==> src/rtl/conv_stream_feeder.sv <==
// Feeds conv_top: weight words, GAP idle cycles, then pixel words (zero border with FEED_ZERO_PAD_EN).
// Latency: first po_weight_valid 3 edges after start is sampled; done one cycle after last pixel word.
// Backpressure: none; streams run at one word per cycle once started, start while busy is ignored.
module conv_stream_feeder #(
    parameter int KERNEL  = 3,
    parameter int WADDR_W = 4,
    parameter int DADDR_W = 18,
    parameter int GAP     = 4
) (
    input  logic               sys_clk,
    input  logic               sys_rst_n,
    input  logic               start,
    input  logic [8:0]         image_size,
    output logic               busy,
    output logic               done,
    output logic               err,
    output logic [WADDR_W-1:0] weight_addr,
    input  logic [15:0]        weight_rdata,
    output logic [DADDR_W-1:0] data_addr,
    input  logic [15:0]        data_rdata,
    output logic               po_weight_valid,
    output logic [15:0]        po_weight,
    output logic               po_data_valid,
    output logic [15:0]        po_data
);

    localparam int CW = DADDR_W + 1;
    localparam logic [CW-1:0] KK_LAST  = CW'(KERNEL * KERNEL - 1);
    localparam logic [CW-1:0] GAP_LAST = CW'(GAP - 1);
    localparam logic [CW-1:0] FL_LAST  = CW'(2);
    localparam logic [8:0]    KERNEL_N = 9'(KERNEL);

    typedef enum logic [2:0] {IDLE, WREAD, GAPW, DREAD, FLUSH} state_t;

    state_t        state, state_nx;
    logic [CW-1:0] cnt;
    logic [CW-1:0] last_q;
    logic [CW-1:0] last_nx;
    logic [CW-1:0] words_nx;
    logic [9:0]    side_nx;
    logic          accept, reject, w_iss, d_iss, cnt_clr, fin;
    logic          w_v1, w_v2, d_v1, d_v2;

`ifdef FEED_ZERO_PAD_EN
    assign side_nx = {1'b0, image_size} + 10'd2;
`else
    assign side_nx = {1'b0, image_size};
`endif
    assign words_nx = {{(CW-10){1'b0}}, side_nx} * {{(CW-10){1'b0}}, side_nx};
    assign last_nx  = words_nx - CW'(1);

    always_ff @(posedge sys_clk or negedge sys_rst_n) begin
        if (!sys_rst_n) state <= IDLE;
        else            state <= state_nx;
    end

    always_comb begin
        state_nx = state;
        accept   = 1'b0;
        reject   = 1'b0;
        w_iss    = 1'b0;
        d_iss    = 1'b0;
        cnt_clr  = 1'b0;
        fin      = 1'b0;
        case (state)
            IDLE: begin
                if (start) begin
                    if (image_size >= KERNEL_N) begin
                        accept   = 1'b1;
                        cnt_clr  = 1'b1;
                        state_nx = WREAD;
                    end else begin
                        reject = 1'b1;
                    end
                end
            end
            WREAD: begin
                w_iss = 1'b1;
                if (cnt == KK_LAST) begin
                    cnt_clr  = 1'b1;
                    state_nx = GAPW;
                end
            end
            GAPW: begin
                if (cnt == GAP_LAST) begin
                    cnt_clr  = 1'b1;
                    state_nx = DREAD;
                end
            end
            DREAD: begin
                d_iss = 1'b1;
                if (cnt == last_q) begin
                    cnt_clr  = 1'b1;
                    state_nx = FLUSH;
                end
            end
            FLUSH: begin
                // Two pipeline stages plus the output register still hold the tail.
                if (cnt == FL_LAST) begin
                    cnt_clr  = 1'b1;
                    fin      = 1'b1;
                    state_nx = IDLE;
                end
            end
            default: state_nx = IDLE;
        endcase
    end

    always_ff @(posedge sys_clk or negedge sys_rst_n) begin
        if (!sys_rst_n) begin
            cnt    <= '0;
            last_q <= '0;
            busy   <= 1'b0;
            done   <= 1'b0;
            err    <= 1'b0;
        end else begin
            cnt  <= (cnt_clr || state == IDLE) ? '0 : cnt + CW'(1);
            done <= fin;
            err  <= reject;
            if (accept) begin
                last_q <= last_nx;
                busy   <= 1'b1;
            end else if (fin) begin
                busy <= 1'b0;
            end
        end
    end

    always_ff @(posedge sys_clk or negedge sys_rst_n) begin
        if (!sys_rst_n) begin
            weight_addr     <= '0;
            w_v1            <= 1'b0;
            w_v2            <= 1'b0;
            po_weight_valid <= 1'b0;
            po_weight       <= '0;
        end else begin
            weight_addr     <= w_iss ? cnt[WADDR_W-1:0] : '0;
            w_v1            <= w_iss;
            w_v2            <= w_v1;
            po_weight_valid <= w_v2;
            if (w_v2) po_weight <= weight_rdata;
        end
    end

`ifdef FEED_ZERO_PAD_EN
    logic [9:0]         row, col, edge_q;
    logic [DADDR_W-1:0] pix;
    logic               border, rd, z1, z2;

    assign border = (row == 10'd0) || (row == edge_q) || (col == 10'd0) || (col == edge_q);
    assign rd     = d_iss && !border;

    always_ff @(posedge sys_clk or negedge sys_rst_n) begin
        if (!sys_rst_n) begin
            row           <= '0;
            col           <= '0;
            edge_q        <= '0;
            pix           <= '0;
            z1            <= 1'b0;
            z2            <= 1'b0;
            data_addr     <= '0;
            d_v1          <= 1'b0;
            d_v2          <= 1'b0;
            po_data_valid <= 1'b0;
            po_data       <= '0;
        end else begin
            if (accept) begin
                row    <= '0;
                col    <= '0;
                pix    <= '0;
                edge_q <= side_nx - 10'd1;
            end else if (d_iss) begin
                if (col == edge_q) begin
                    col <= '0;
                    row <= row + 10'd1;
                end else begin
                    col <= col + 10'd1;
                end
                if (rd) pix <= pix + DADDR_W'(1);
            end
            data_addr     <= rd ? pix : '0;
            // Border words skip the memory and are forced to zero at the output stage.
            z1            <= d_iss && border;
            z2            <= z1;
            d_v1          <= d_iss;
            d_v2          <= d_v1;
            po_data_valid <= d_v2;
            if (d_v2) po_data <= z2 ? 16'd0 : data_rdata;
        end
    end
`else
    always_ff @(posedge sys_clk or negedge sys_rst_n) begin
        if (!sys_rst_n) begin
            data_addr     <= '0;
            d_v1          <= 1'b0;
            d_v2          <= 1'b0;
            po_data_valid <= 1'b0;
            po_data       <= '0;
        end else begin
            data_addr     <= d_iss ? cnt[DADDR_W-1:0] : '0;
            d_v1          <= d_iss;
            d_v2          <= d_v1;
            po_data_valid <= d_v2;
            if (d_v2) po_data <= data_rdata;
        end
    end
`endif

endmodule

==> config.mk <==
export PLATFORM = sky130hd
export DESIGN_NAME = conv_stream_feeder
export DESIGN_NICKNAME = d
export VERILOG_FILES = /design/src/rtl/conv_stream_feeder.sv
export SDC_FILE = /design/constraint.sdc
export NUM_CORES = 1
export LEC_CHECK = 0
export ABC_AREA = 1
export ABC_CLOCK_PERIOD_IN_PS = 1800
export CORE_MARGIN = 2
export CORE_UTILIZATION = 57
export CTS_BUF_LIST = sky130_fd_sc_hd__clkbuf_4 sky130_fd_sc_hd__clkbuf_8
export DETAILED_ROUTE_END_ITERATION = 10
export HOLD_SLACK_MARGIN = 0.1
export MAX_ROUTING_LAYER = met4
export PLACE_DENSITY = 0.87
export SLEW_MARGIN = 20
export SYNTH_ARGS = -nofsm -noshare
export SYNTH_HDL_FRONTEND = slang
export SYNTH_SLANG_ARGS = --single-unit
==> constraint.sdc <==
create_clock -name sys_clk -period 1.8 [get_ports sys_clk]
set_input_delay 0.54 -clock sys_clk [delete_from_list [all_inputs] [get_ports sys_clk]]
set_output_delay 0.54 -clock sys_clk [all_outputs]
set_load 0.005 [all_outputs]
Yosys cells after proc, flatten, opt, wreduce, memory -nomap -nowiden

Cells that the tools add are included.
Widths: inputs -> output; s select.

Eq/ne operators: 14
$lt $le $gt $ge: 1
Reductions and logical operators: 4
$add $sub $neg: 2
Mux-type cells: 26
Multipliers: 1

Operator list:

| operator              | number |
|---|---|
| $eq 19x2->1 const B   | 2 |
| $add 19x1->19 const B | 1 |
| $eq 19x19->1          | 1 |
| $eq 19x4->1 const B   | 1 |
| $mux 19               | 1 |
| $sub 18x1->19 const B | 1 |
| $mul 9x9->18          | 1 |
| $mux 18               | 1 |
| $mux 3                | 6 |
| $mux 1                | 15 |
| $pmux 3 s5            | 1 |
| $ne 2x2->1 const B    | 6 |
| $ge 9x2->1 const B    | 1 |
| $eq 3x2->1 const B    | 2 |
| $reduce_and 6->1      | 1 |
| $pmux 1 s5            | 1 |
| $mux 4                | 1 |
| $eq 3x1->1 const B    | 1 |
| $eq 3x3->1 const B    | 1 |
| $logic_not 3->1       | 1 |
| $reduce_bool 2->1     | 1 |
| $logic_or 1x1->1      | 1 |

Bits of input ports: 44
Register bits after elaboration: 104
Output and inout port bits: 59
Logic and storage cells: 64

Longest topological paths before layout

Depth after elaboration: 6
Depth in mapped cells: 22
Depth with buffers taken out: 21

Worst setup path before layout

No wires, ideal clock.

Path kind: input port to flip-flop
Start point: input image_size[1]
End point: register last_q[17]
Data arrival time: 4,607 ps
Path buffers: 1
Library setup time: 117 ps
Slack: -2,925 ps
Cell stages on the path: 19
Data required time: 1,683 ps
Cell sequence: clkbuf_1 -> nand2_1 -> fa_1 -> inv_1 -> fa_1 -> inv_1 -> fa_1 -> fa_1 -> inv_1 -> fa_1 -> ha_1 -> nand2_1 -> or2_2 -> nand3_1 -> nand2_1 -> nand2_1 -> nand2_1 -> nand3_1 -> nand2_1

Word-level cells in the longest chain between the ends: 4
Elaborated cells between the ends (all ways): 6
Classes of those cells: 1 x add/sub; 1 x mul; 1 x order compare; 3 x mux

Ends and longest elaborated chain:

| what                                                                  | line | RTL |
|---|---|---|
| start: declaration                                                    | 13   | `input logic [8:0] image_size,` |
| parallel branches: the longest is 4 deep, another holds $sub 18x1->19 | --   |  |
| end signal: assignment                                                | 121  | `last_q <= last_nx;` |
| end: declaration                                                      | 37   | `logic [CW-1:0] last_q;` |

Several ways; the timed one is not identified.
A chain may end at the register's enable or synchronous reset.

Worst setup path after layout

Start point: input image_size[1]
End point: register last_q[18]

Same word-level chain as after synthesis.

==> results.py <==
metrics = {
    "clock_tree": {
        "clock_sinks": 103,
        "cts_buffers": 9,
        "clock_path_buffers": 2,
        "clk_pin_slew_ns": 0.11,
        "cts-root-buf": "clkbuf_8",
        "clock_latency_ns": 0.39,
        "h-tree-depth": 3,
        "cts_tree": "done",
    },
    "floorplanning": {
        "rows": 41,
        "dieArea_sq_um": 13600,
        "die_w_um": 117,
        "io_pins": 103,
        "core_area_sq_um": 12500,
        "die_h_um": 117,
        "initial_core_util_pct": 57.9,
    },
    "timing": {
        "max_freq_mhz": 220,
        "report.final.setup_viol": 22,
        "fin_skew_ns": 0.0169,
        "timing.final.ws_setup_ns": -2.74,
        "min_period_ns": 4.54,
        "rsz0062_at_grt": "true",
        "final_hold_viol_count": 0,
        "timing.final.crit_share_pct": 252,
        "maxSlewViolCount": 0,
        "fin_setup_tns_ns": -36.94,
    },
    "detailed_routing": {
        "drt_iter0_drc": 666,
        "drc_errors": 0,
        "dr.pass1.iters": 6,
        "viasPerCell": 5.54,
        "vias": 6907,
        "postRouteAntennaNets": 0,
        "drt-total-wl_mm": 21.9,
        "wl_per_cell_um": 17.5,
    },
    "worst_setup_path": {
        "r2r_slack_ns": -0.03,
        "cp_max_fo": 5,
        "path_delay_family": "adder cells",
        "slowest_delay_ns": 0.54,
        "critPathArrivalTime_ns": 4.83,
        "slowest_stage": "fa_1",
        "path_class": "in -> reg",
        "end_kind": "register",
        "critical_path_required_ns": 2.09,
        "cp-start-kind": "primary input",
        "path_cells": "buf_12, buf_6, nand2_4, inv_2, fa_1, fa_1, fa_1, fa_1, inv_2, fa_1, inv_2, ha_4, nand2_4, nor2_4, inv_1, nor2_1, nand3_1, nand3_1, nand2_1, nand3_1, nand2_1",
        "cp_common_cell": "fa_1",
        "critPathBufInv": 6,
    },
    "place": {
        "hpwl_mm": 13.7,
        "gp_congestion": 0.938,
        "place_area_sq_um": 9230,
        "port_buffers": 102,
    },
    "synth": {
        "synth_warnings": 0,
        "synth-main-ff-cell": "dfrtp_1",
        "syn_area_sq_um": 7250,
        "async_flop_share_pct": 100,
        "syn-num-nets": 1004,
        "ys_seq_area_share_pct": 35.5,
        "synth.distinct_cells": 34,
        "synthCells": 865,
        "synth-seq-cells": 103,
        "synth_edf_count": 0,
        "syn_avg_cell_area_sq_um": 8.38,
    },
    "final_layout": {
        "fin_nets": 1209,
        "diodes": 0,
        "syn_to_final_growth_pct": 42.8,
        "drive_above_1_share_pct": 30.1,
        "finalInstanceArea_sq_um": 10400,
    },
    "power": {
        "p_per_area_nw_per_um2": 1750,
        "leakagePower_uw": 0.00554,
        "p_int_uw": 9830,
        "switching_share_pct": 45.7,
        "power.share.combinational_pct": 72.1,
        "seq_power_share_pct": 19.4,
        "pwr-share-clk_pct": 8.5,
        "p_switching_uw": 8280,
        "max-vdd-ir-drop_v": 0.00120,
    },
    "job": {
        "maxCapViolCount": 0,
    },
    "grt": {
        "grt-ovfl-total": 0,
        "grt_usage_pct": 28.8,
        "grt_pass1_wl_mm": 29.8,
        "grt_pass1_vias": 6534,
        "grt_max_degree": 62,
        "antenna_found_initial": 0,
    },
    "worst_hold_path": {
        "min_path_type": "reg -> reg",
    },
    "status": {
        "failed_checks": "setup timing",
        "status": "complete, but fails checks",
    },
}
==> cells in the mapped netlist, types with 2 or more instances <==
| cell type | number | share of area [%] |
|---|---|---|
| nor3_2 | 2 | 0.28 |
| clkbuf_1 | 5 | 0.26 |
| nand2_1 | 206 | 11 |
| nand3_1 | 47 | 3.2 |
| xnor2_1 | 12 | 1.4 |
| nor2_1 | 89 | 4.6 |
| nand3b_1 | 4 | 0.41 |
| nand4_1 | 10 | 0.86 |
| fa_1 | 43 | 12 |
| ha_1 | 52 | 9.0 |
| xor2_1 | 18 | 2.2 |
| nor3_1 | 9 | 0.62 |
| o21ai_0 | 23 | 1.6 |
| inv_1 | 156 | 8.1 |
| inv_2 | 4 | 0.21 |
| or2_2 | 5 | 0.43 |
| nor2_2 | 3 | 0.26 |
| a21oi_1 | 14 | 0.97 |
| mux2_2 | 32 | 5.0 |
| and2_1 | 2 | 0.17 |
| buf_4 | 3 | 0.31 |
| buf_2 | 12 | 0.83 |
| dfrtp_1 | 103 | 36 |
==> power by group through the flow <==
stage	Clock [uW]	Sequential, uW	Combinational [uW]
2_1_floorplan	0	3490	5960
3_3_place_gp	0	3460	9370
3_5_place_dp	0	3520	9660
4_1_cts	1540	3480	10700
5_1_grt	1640	3590	13900
6_report	1540	3520	13100
==> metrics by stage <==
stage          hold WS [ns]  setup WS [ns]  std cells  util (%)  power, uW
2_1_floorplan         0.244          -2.55        865         -       9460
3_3_place_gp          0.331          -3.22       1200      73.7      12800
3_5_place_dp          0.337          -3.33       1200      73.7      13200
4_1_cts               0.364          -2.51       1231      78.0      15700
5_1_grt               0.370          -2.75       1247      82.7      19200
6_report              0.359          -2.74       1247      82.7      18100
==> sequential cells by signal, summed over array words and instances (netlist names) <==
signal	count
po_data_valid	1
po_data	16
cnt	19
err	1
done	1
state	3
w_v2	1
weight_addr	4
d_v1	1
d_v2	1
busy	1
po_weight	16
data_addr	18
last_q	18
po_weight_valid	1
w_v1	1
==> what timing repair did <==
item / CTS / global route
resized for setup: 113 / 141
hold endpoints to repair: 20 / 0
setup buffers: 14 / 16
setup endpoints to repair: 37 / 75
cloned: 0 / 2
pin swaps: 42 / 54
hold buffers: 1 / 0
==> final timing paths <==
check                               end     startpoint  cells after the start
max reg2reg                   last_q[9]       state[2]                      7
max                          last_q[18]  image_size[1]                     21
max in group asynchronous        cnt[1]      sys_rst_n                      3
min in group asynchronous  data_addr[9]      sys_rst_n                      2
min                                w_v2           w_v1                      0
min reg2reg                        w_v2           w_v1                      0
==> routing by layer <==
metal / vias to the layer above / GRT usage, % / wire length, um
met3: 130 / 4.17 / 1530
li1: 3065 / - / -
met1: 3295 / 32.6 / 7980
met2: 417 / 52.1 / 11200
met5: - / - / 0
met4: 0 / 10.1 / 1120
==> worst reg2reg max path, delay by kind of cell, from the launching register on <==
family          cells  cell delay, ns
flops               1            0.47
simple gates        4            0.94
compound gates      1            0.07
buf+inv             2            0.23
==> cells by family after synthesis <==
family | Yosys count | share of synthesized area, %
XOR/XNOR | 30 | 3.62
flip-flops | 103 | 35.5
adder cells (fa/ha/maj) | 95 | 20.8
AND/OR/NAND/NOR | 382 | 22.3
other | 1 | 0.0517
multiplexers | 32 | 4.97
buffers and inverters | 182 | 9.89
AO/OA/AOI/OAI | 40 | 2.81
==> layout make-up <==
class,count,area [sq um]
Sequential cell,103,2580
Fill cell,709,2160
Timing Repair Buffer,216,2090
Clock buffer,9,124
Tap cell,172,215
Inverter,160,603
Multi-Input combinational cell,580,4650
Clock inverter,7,90.1
==> layout by cell type, fill, tap and decap left out, types with 14 or more instances in the layout <==
cell / count
fa_1: 43
nand2_1: 162
dfrtp_1: 99
dlymetal6s2s_1: 34
ha_1: 35
inv_2: 34
buf_6: 17
ha_4: 17
mux2_2: 32
o21ai_1: 14
xor2_1: 16
buf_4: 93
inv_1: 125
clkdlybuf4s50_1: 46
nor2_1: 83
nand3_1: 33
nand2_2: 32
No activity file was read; power rests on OpenSTA's default activity.
